--- src/rtl/pixel_collision_monitor.sv ---
// Snoops the scanner plot stream, rebuilds runner/pipe column bitmaps per frame and flags overlap.
// Define BOUNDS_CHECK_EN to also flag the runner touching the floor or ceiling row.
module pixel_collision_monitor #(
  parameter int unsigned Y_BASE        = 84,
  parameter int unsigned COL_HEIGHT    = 80,
  parameter int unsigned RUNNER_X      = 1,
  parameter int unsigned PIPE_X        = 2,
  parameter logic [2:0]  RUNNER_COLOUR = 3'b100,
  parameter logic [2:0]  PIPE_COLOUR   = 3'b110
) (
  input  logic        clk,
  input  logic        resetn,
  input  logic        start,
  input  logic        pix_valid,
  input  logic [7:0]  x,
  input  logic [6:0]  y,
  input  logic [2:0]  colour,
  output logic        frame_done,
  output logic        hit,
  output logic        lose,
  output logic [15:0] frames
);

  localparam int ROW_W = $clog2(COL_HEIGHT);

  typedef enum logic [1:0] {
    IDLE  = 2'd0,
    ACCUM = 2'd1,
    EVAL  = 2'd2
  } state_t;

  state_t                  state_q, state_d;
  logic [COL_HEIGHT-1:0]   rmap_q, pmap_q, rmap_d, pmap_d;
  logic [COL_HEIGHT-1:0]   snap_r, snap_p;
  logic [7:0]              last_x;
  logic [8:0]              row_full;
  logic [ROW_W-1:0]        row_idx;
  logic                    pix_ok, at_x0, boundary;
  logic                    record, snap_en, clear_live, coll;

  // Bit 8 is the borrow of the subtract: set when y lies above Y_BASE.
  assign row_full = {1'b0, 8'(Y_BASE)} - {2'b00, y};
  assign row_idx  = row_full[ROW_W-1:0];
  assign pix_ok   = pix_valid && !row_full[8] && (row_full[7:0] < 8'(COL_HEIGHT));
  assign at_x0    = pix_ok && (x == 8'd0);
  assign boundary = at_x0 && (last_x != 8'd0);

  always_comb begin
    state_d    = state_q;
    record     = 1'b0;
    snap_en    = 1'b0;
    clear_live = 1'b0;
    case (state_q)
      IDLE: begin
        if (at_x0) begin
          state_d = ACCUM;
          record  = 1'b1;
        end
      end
      ACCUM: begin
        record = 1'b1;
        if (boundary) begin
          snap_en    = 1'b1;
          clear_live = 1'b1;
          state_d    = EVAL;
        end
      end
      EVAL: begin
        record  = 1'b1;
        state_d = ACCUM;
      end
      default: state_d = IDLE;
    endcase
  end

  // The boundary pixel lands in the freshly cleared maps, so it belongs to the new frame.
  always_comb begin
    rmap_d = clear_live ? '0 : rmap_q;
    pmap_d = clear_live ? '0 : pmap_q;
    if (record && pix_ok && (x == 8'(RUNNER_X)))
      rmap_d[row_idx] = (colour == RUNNER_COLOUR);
    if (record && pix_ok && (x == 8'(PIPE_X)))
      pmap_d[row_idx] = (colour == PIPE_COLOUR);
  end

  always_comb begin
    coll = |(snap_r & snap_p);
`ifdef BOUNDS_CHECK_EN
    // Row 0 is always painted background by the scanner, so row 1 is the floor.
    coll = coll | snap_r[1] | snap_r[COL_HEIGHT-1];
`endif
  end

  always_ff @(posedge clk) begin
    if (!resetn || start) begin
      state_q    <= IDLE;
      rmap_q     <= '0;
      pmap_q     <= '0;
      snap_r     <= '0;
      snap_p     <= '0;
      last_x     <= 8'd0;
      frame_done <= 1'b0;
      hit        <= 1'b0;
      lose       <= 1'b0;
      frames     <= 16'd0;
    end else begin
      state_q    <= state_d;
      rmap_q     <= rmap_d;
      pmap_q     <= pmap_d;
      if (snap_en) begin
        snap_r <= rmap_q;
        snap_p <= pmap_q;
      end
      if (pix_ok)
        last_x <= x;
      frame_done <= (state_q == EVAL);
      hit        <= (state_q == EVAL) && coll;
      if (state_q == EVAL) begin
        lose   <= lose | coll;
        frames <= frames + 16'd1;
      end
    end
  end

endmodule

--- config.mk ---
export PLATFORM = sky130hd
export DESIGN_NAME = pixel_collision_monitor
export DESIGN_NICKNAME = d
export VERILOG_FILES = /design/src/rtl/pixel_collision_monitor.sv
export SDC_FILE = /design/constraint.sdc
export NUM_CORES = 1
export LEC_CHECK = 0
export BUFFER_PORTS_ARGS = -buffer_cell sky130_fd_sc_hd__buf_4
export CORE_MARGIN = 4
export CORE_UTILIZATION = 40
export CTS_CLUSTER_DIAMETER = 150
export DETAILED_ROUTE_END_ITERATION = 16
export GPL_TIMING_DRIVEN = 0
export PLACE_DENSITY = 0.57
export SLEW_MARGIN = 5
export SYNTH_ARGS = -nofsm -noshare
export SYNTH_HDL_FRONTEND = slang
export SYNTH_SLANG_ARGS = --single-unit
--- constraint.sdc ---
create_clock -name clk -period 3.8 [get_ports clk]
set_clock_uncertainty 0.2 [all_clocks]
set_input_delay 0.76 -clock clk [delete_from_list [all_inputs] [get_ports clk]]
set_output_delay 0.76 -clock clk [all_outputs]
set_load 0.005 [all_outputs]
# --- After elaboration in Yosys (flattened, before gate mapping) ---
# Cells that the tools add are included.
word_totals:
  out_inout_bits: 19
  inputBits: 22
  wordCells: 58
  ff_bits: 349
op_classes:
  muxes: 15
  reduce_logical: 18
  addsub: 2
  n_bitwise: 2
  eq_ne: 8
  order_cmp: 3
op_table:
  columns: ["cell", "count"]
  rows:
  - ["80-bit 2-to-1 mux", 4]
  - ["80-bit bitwise mux", 2]
  - ["80-bit bitwise AND", 1]
  - ["80-bit OR reduction", 1]
  - ["16-bit by 1-bit adder with 16-bit output, second input constant", 1]
  - ["1-bit logical AND", 9]
  - ["8-bit by 1-bit equality test with 1-bit output, second input constant", 1]
  - ["8-bit by 2-bit equality test with 1-bit output, second input constant", 1]
  - ["8-bit zero test", 1]
  - ["7-bit by 8-bit less-than comparator with 1-bit output, second input constant", 1]
  - ["8-bit by 7-bit less-than comparator with 1-bit output, second input constant", 1]
  - ["8-bit nonzero test", 1]
  - ["7-bit by 7-bit subtractor with 8-bit output, first input constant", 1]
  - ["1-bit demux with 7-bit select", 1]
  - ["7-bit by 1-bit greater-or-equal comparator with 1-bit output, second input constant", 1]
  - ["3-bit equality test, second input constant", 2]
  - ["2-bit one-hot mux with 3 select lines", 1]
  - ["1-bit 2-to-1 mux", 4]
  - ["2-bit 2-to-1 mux", 2]
  - ["2-bit != test, second input constant", 2]
  - ["2-bit by 1-bit equality test with 1-bit output, second input constant", 1]
  - ["2-bit equality test, second input constant", 1]
  - ["1-bit zero test", 2]
  - ["2-bit zero test", 1]
  - ["other kinds (5)", 5]

# --- Depth between registers and ports, before layout ---
# Gate-level depths: netlist of run 1.
logic_depth:
  depth_word: 11
  mapped_depth: 15
  ltp_nobuf: 8

# --- Worst setup path after synthesis of run 1 ---
# Ideal clock, no wire load.
synth_path:
  path_type: "in2reg"
  start: "input y[0]"
  end: "register rmap_q[24]"
  setup_slack_ns: 0.423
  path_stages: 14
  setup_ns: 0.136
  t_required_ns: 3.464
  arrival_ns: 3.041
  path_buffers: 6
  path_cell_list: "clkbuf_1 inv_1 ha_1 buf_2 nor2b_4 buf_6 or4_1 a32o_1 buf_6 and3_1 buf_6 buf_6 a32oi_1 a211oi_2"
synth_between:
  elab_chain_len: 11
  word_cells_on_any_way: 21
  classes_between: "add/sub: 1; order compare: 3; mux: 9; reduce/logical: 8"
synth_lines:
  columns: ["element", "line", "source"]
  rows:
  - ["from (decl)", "16", "input logic [6:0] y,"]
  - ["7-bit by 7-bit subtractor with 8-bit output *", "42", "assign row_full = {1'b0, 8'(Y_BASE)} - {2'b00, y};"]
  - ["parallel branches: the longest is 9 deep, another holds 8-bit by 7-bit less-than comparator with 1-bit output", null, null]
  - ["80-bit 2-to-1 mux *", "80", "if (record && pix_ok && (x == 8'(RUNNER_X)))"]
  - ["to (signal assigned)", "108", "rmap_q <= rmap_d;"]
  - ["to (decl)", "33", "logic [COL_HEIGHT-1:0] rmap_q, pmap_q, rmap_d, pmap_d;"]
# Every way passes the cells marked *.
# A chain may end at the register's enable or synchronous reset.

# --- Final worst setup path of run 1 ---
layout_path:
  start: "input y[0]"
  end: "register pmap_q[43]"
layout_between:
  elab_chain_len: 11
  word_cells_on_any_way: 21
  classes_between: "add/sub: 1; order compare: 3; mux: 9; reduce/logical: 8"
layout_lines:
  columns: ["element", "line", "source"]
  rows:
  - ["7-bit by 7-bit subtractor with 8-bit output *", "42", null]
  - ["parallel branches: the longest is 9 deep, another holds 8-bit by 7-bit less-than comparator with 1-bit output", null, null]
  - ["80-bit 2-to-1 mux *", "82", "if (record && pix_ok && (x == 8'(PIPE_X)))"]
  - ["to (signal assigned)", "109", "pmap_q <= pmap_d;"]
  - ["to (decl)", "33", null]
# Marks and branches as above.

==> metrics, run 1 <==
post-synth cell types 57; post-synthesis register bit count 349; vias in the first global route 12800; status complete, no violations; Max stage delay on crit path 0.72 ns; initial core utilization 0.407; CP max stage cell nand3_1; setup TNS 0 ns; Top delay family on crit path simple AND/OR/NAND/NOR gates; Vias/cell 5.92; Pre-antenna DRT Iters 5; Layout area overhead 14.9%; drc violations 0; Synth Instances approximately 1700; Die X-Extent 198 um; pins over their slew limit 0; CP Launch Type input pin; post-synth top area share 0.482; CTS buffer count 38; Async SR Flop Fraction 0; hpwl dp around 40000 um; hold crit path type register to register; final wirelength 54200 um; Avg Synthesized Cell Area around 8.5 um2; die footprint 0.0394 mm2; Core ar. about 0.036 mm2; H-Tree Depth 2; initial antenna violation count 2; GPL Wtd Cong around 0.97; CP Cell Sequence buf_4, clkbuf_1, inv_1, ha_1, buf_2, xnor2_1, nand3_1, or3b_2, mux2i_1; Worst Path Required around 4 ns; worst-margin pin slew 1.18 ns; largest net degree at the start of global routing 14; post-placement cell count between 2000 and 2500; headroom to the max-slew limit 0.214; deepest clock path buffer count 3; share of layout cells above drive strength 1 0.107; clock root cell clkbuf_16; Clk pwr share 0.488; pre-CTS setup slack -0.759 ns; Post-synth top flop dfxtp_1; DRT antenna net count 0; I/O Buffers 38; fmax 272 MHz; ant diodes 0; top cell type by total area after synthesis dfxtp_1; Power Total 0.00789 W; GRT Overall Usage 0.271; share of total power in sequential cells 0.464; clk_lat worst skew 0.55 ns; Seq/Total Area, Yosys 0.482; count leader, synth nand2_1; # setup viols final 0; Yosys Warn Count 0; CP endpoint kind register; Hold Fails Final Rpt 0; hold buffer count at cts 0; clock sink count around 350; row cnt 69; Worst EP arrival 3.88 ns; synth top area cells dfxtp_1 48%, nand2_1 11%, a21oi_1 6.4%; worst reg-to-reg setup slack between 1 and 1.5 ns; peak supply drop between 0.0003 and 0.0004 V; detailed-route via count roughly 14000; power density cells 474 mW/mm2; CP Buf/Inv Count 4; Max Cap Viol 0; GRT overflow 0; initial drt markers 1370; critical path fanouts, max 10; Post-synth top cells 407 x nand2_1, 349 x dfxtp_1, 186 x a21oi_1; CTS clock-pin slew for the worst setup and hold paths about 0.06 ns; Post-synth EDFFs 0; Internal 0.00604 W; Sw Pwr 0.00185 W; IO Pins 41; critical path class input pin to register; fin crit share 0.966; sw frac 0.235; first-pass GRT wire length 80100 um; Mapped Area 0.0145 mm2; fin worst setup slack between 0.1 and 0.15 ns; Mapped Nets ~1700; Combinational Power Share 0.048; RSZ-0062 raised after global routing yes; non-filler cells, final 2282; Leakage 5.31 nW; wire per inst 23.8 um; CTS tree yes; Chip Height 198 um; fin crit period about 3.7 ns; Post-layout nets between 1500 and 2000
## flip-flops by register name, summed over array words and instances, names as in the netlist
signal and cells:
frames 16, state_q 2, snap_r 80, frame_done 1, last_x 8, pmap_q 80
lose 1, snap_p 80, rmap_q 80, hit 1
## worst paths after layout
kind,to,startpoint,cells after the start
worst max-delay path,pmap_q[43],y[0],9
worst min-delay path,rmap_q[0],rmap_q[0],2
worst max register to register,pmap_q[77],state_q[0],10
worst min register to register,rmap_q[0],rmap_q[0],2
## worst register-to-register path, stage by stage, from the launching register on
cell and delay [ns]:
dfxtp_1 0.38, inv_1 0.08, ha_1 0.27, nor2b_1 0.21
and3_1 0.17, and3_1 0.15, buf_2 0.31, clkbuf_1 0.46
nand4_1 0.21, nand3_1 0.13, o21ai_1 0.06
## final cells by class
type,count,area (um2)
Buffer,156,837
Clock buffer,60,1120
Clock inverter,9,149
Fill cell,3508,19000
Inverter,8,30.0
Multi-Input combinational cell,1201,6670
Sequential cell,349,6990
Tap cell,461,577
Timing Repair Buffer,38,285
## metrics by stage
step	hold slack [ns]	cell area, um2	utilization
after floorplan	0.230	14500	-
after global placement	0.239	15400	0.431
after detailed placement	0.244	15400	0.431
after CTS	0.251	16600	0.467
after global routing	0.272	16700	0.467
final	0.254	16700	0.467
## cells in the final DEF, fill, tap and decap left out, drive strengths merged, types with 6 or more instances in the layout
master	n
nor2b	10
a32oi	57
nand3	87
nand2b	6
xor2	10
a21oi	187
nor3	29
and4	6
o31ai	12
a22oi	14
clkbuf	135
nor2	54
dfxtp	349
a22o	13
buf	119
xnor2	7
a221oi	13
nand4	64
ha	6
o21ai	56
nand2	407
and3	8
a211oi	56
mux2i	55
inv	9
## power by group through the flow
stage          sequential [W]  clock, W  combinational, W
6_report              0.00366   0.00386          0.000378
5_1_grt               0.00366   0.00404          0.000395
4_1_cts               0.00366   0.00388          0.000364
3_5_place_dp          0.00374         0          0.000362
3_3_place_gp          0.00374         0          0.000362
2_1_floorplan         0.00374         0          0.000201
## routing by layer
layer	routed length [um]	share of wire	vias up	global-route usage
met1	23200	0.43	6475	0.371
met5	0	0	-	0
met4	2480	0.046	0	0.106
met2	23900	0.44	600	0.421
li1	-	-	6278	-
met3	4630	0.085	148	0.0550
## what timing repair did
| action | in CTS | in global routing |
|---|---|---|
| setup buffers | 0 | 0 |
| resized for setup | 2 | 26 |
| endpoints found under the setup margin | 15 | 68 |
| pin swaps | 0 | 0 |
## cell families (layout without fill, tap and decap cells)
logic type      Yosys count  after routing  share of synthesized area
buf+inv                 164            271                     0.0591
mux                      55             55                     0.0380
flops                   349            349                      0.482
xor+xnor                 17             17                     0.0103
fa+ha+maj                 6              6                    0.00518
compound gates          426            426                      0.188
simple gates            697            697                      0.217
Power figures use the tool's default switching activity.
==> run 2: changes to the inputs <==
Settings changed: ABC_CLOCK_PERIOD_IN_PS set to 3800, MAX_ROUTING_LAYER set to met4.
==> run 2 against run 1 <==
Against the previous run: maximum frequency up 0.31%; total power down 1.4%; register-to-register slack better by 0.06 ns; sequential power about the same; highest routed layer unchanged.
==> metrics, run 2 (synthesized netlist as in run 1, its figures left out) <==
status complete, no violations; initial core utilization 0.407 (unchanged); most frequent cells in the layout 407 x nand2_1, 349 x dfxtp_1, 186 x a21oi_1; CTS clock-pin slew for the worst setup and hold paths 0.06 ns (about the same); die footprint 0.0394 mm2 (unchanged); Worst Path Required 3.98 ns (-0.02 ns); fill count 3543 (+1.0%); worst-margin pin slew 1.14 ns (-0.0361 ns); Sw Pwr 0.00180 W (-2.7%); deepest clock path buffer count 3 (unchanged); RSZ-0062 raised after global routing no; HP Start snap_p[5]; r2r startpoint state_q[1]; Pre-antenna DRT Iters 5 (unchanged); Worst EP arrival 3.84 ns (-0.04 ns); Combinational Power Share 0.048 (about the same); hold buffer count at cts 0 (unchanged); hold crit path type register to register; reg2reg path depth 10 (unchanged); fin crit share 0.963 (-0.00300); clock sink count 349 (unchanged); first-pass GRT wire length 79800 um (-0.40%); # setup viols final 0 (unchanged); Die X-Extent 198 um (unchanged); initial drt markers 1298 (-5.3%); gr busiest metal met2; Hold Fails Final Rpt 0 (unchanged); CP endpoint kind register; wire per inst 23.7 um (-0.28%); CP Launch Type input pin; IO Pins 41 (unchanged); GPL Wtd Cong 0.994 (+2.5%); headroom to the max-slew limit 0.238 (+0.0241); clock root cell clkbuf_16; clk_lat worst skew 0.54 ns (about the same); hold depth 2 (unchanged); GRT overflow 0 (unchanged); critical path class input pin to register; Chip Height 198 um (unchanged); fmax 273 MHz (+0.31%); largest net degree at the start of global routing 14 (unchanged); final wirelength 54000 um (-0.32%); drc violations 0 (unchanged); Leakage 5.30 nW (about the same); hpwl dp 40200 um (about the same); critical path fanouts, max 10 (unchanged); met3 Track Usage GR 0.0501 (-0.00491); fin crit period 3.66 ns (-0.0114 ns); GR Util met2 0.425 (+0.00392); GRT Overall Usage 0.277 (+0.00677); Post-layout nets 1820 (unchanged); sw frac 0.232 (-0.00307); Clk pwr share 0.481 (-0.007); Critical R2R Capture pmap_q[76]; commonest non-fill, non-tap cell in the layout nand2_1; worst reg-to-reg setup slack 1.08 ns (+0.06 ns); setup TNS 0 ns (unchanged); power density cells 468 mW/mm2 (-1.3%); H-Tree Depth 2 (unchanged); Vias/cell 5.88 (-0.70%); setup repair bufs after CTS 0 (unchanged); I/O Buffers 38 (unchanged); utilization after layout 0.467 (-0.000596); met1 Usage GRT 0.372 (+0.000513); detailed-route via count 13400 (-0.74%); initial antenna violation count 1 (-1); peak supply drop 0.000324 V (+7.2%); row cnt 69 (unchanged); Core ar. 0.0357 mm2 (unchanged); CTS buffer count 38 (unchanged); CTS tree yes; Layout area overhead 14.8%; vias in the first global route 12800 (+0.086%); pins over their slew limit 0 (unchanged); Internal 0.00598 W (-1.0%); worst hold path endpoint snap_p[5]; DRT antenna net count 0 (unchanged); Max Cap Viol 0 (unchanged); share of total power in sequential cells 0.470 (+0.006); share of layout cells above drive strength 1 0.107 (+0.000667)
[run 2: cell type report]
class	instances	area [um2]	area share
Antenna cell	1	2.50	0.000150
Buffer	156	837	0.0503
Clock buffer	57	1120	0.0675
Clock inverter	10	129	0.00774
Inverter	8	30.0	0.00180
Multi-Input combinational cell	1201	6670	0.401
Sequential cell	349	6990	0.420
Tap cell	461	577	0.0347
Timing Repair Buffer	38	285	0.0171
[run 2: critical path, stage by stage]
cell	delay, ns
buf_4	0.11
clkbuf_1	0.35
inv_1	0.11
ha_1	0.21
buf_2	0.20
xnor2_1	0.55
nand2_1	0.62
nor2_1	0.75
a211oi_1	0.17
[run 2: layer usage]
layer / vias up / share of wire
met5: - / 0
met4: 0 / 0.037
met3: 116 / 0.077
met2: 544 / 0.45
met1: 6467 / 0.44
li1: 6274 / -
[run 2: repair_timing]
item                                    4_1_cts  5_1_grt
resized for setup                             2       25
pin swaps                                     0        0
endpoints found under the setup margin       17       61
[run 2: through the flow]
| stage | instances | instance area, um2 | power [W] | hold WS [ns] | setup slack [ns] |
|---|---|---|---|---|---|
| 2_1_floorplan | 1714 | 14500 | 0.00394 | 0.230 | 0.423 |
| 3_3_place_gp | 2213 | 15400 | 0.00410 | 0.241 | -0.711 |
| 3_5_place_dp | 2213 | 15400 | 0.00411 | 0.245 | -0.768 |
| 4_1_cts | 2280 | 16600 | 0.00782 | 0.252 | 0.0314 |
| 5_1_grt | 2281 | 16600 | 0.00799 | 0.273 | 0.0174 |
| 6_report | 2281 | 16600 | 0.00779 | 0.252 | 0.140 |
[run 2: worst max path at each step]
stage | start | cells past startpoint | end | slack [ns]
after global placement | y[0] | 11 | pmap_q[56] | -0.71
after detailed placement | y[0] | 11 | pmap_q[60] | -0.77
after floorplan | y[0] | 14 | rmap_q[24] | 0.42
after global routing | y[0] | 9 | pmap_q[43] | 0.02
final | y[0] | 9 | rmap_q[25] | 0.14
after CTS | y[0] | 11 | pmap_q[62] | 0.03
[run 2: power groups by stage]
stage               sequential [W]  clock [W]  combinational, W
floorplan                  0.00374          0          0.000201
global placement           0.00374          0          0.000360
detailed placement         0.00374          0          0.000363
CTS                        0.00366    0.00380          0.000365
global route               0.00366    0.00394          0.000395
finish                     0.00366    0.00375          0.000377
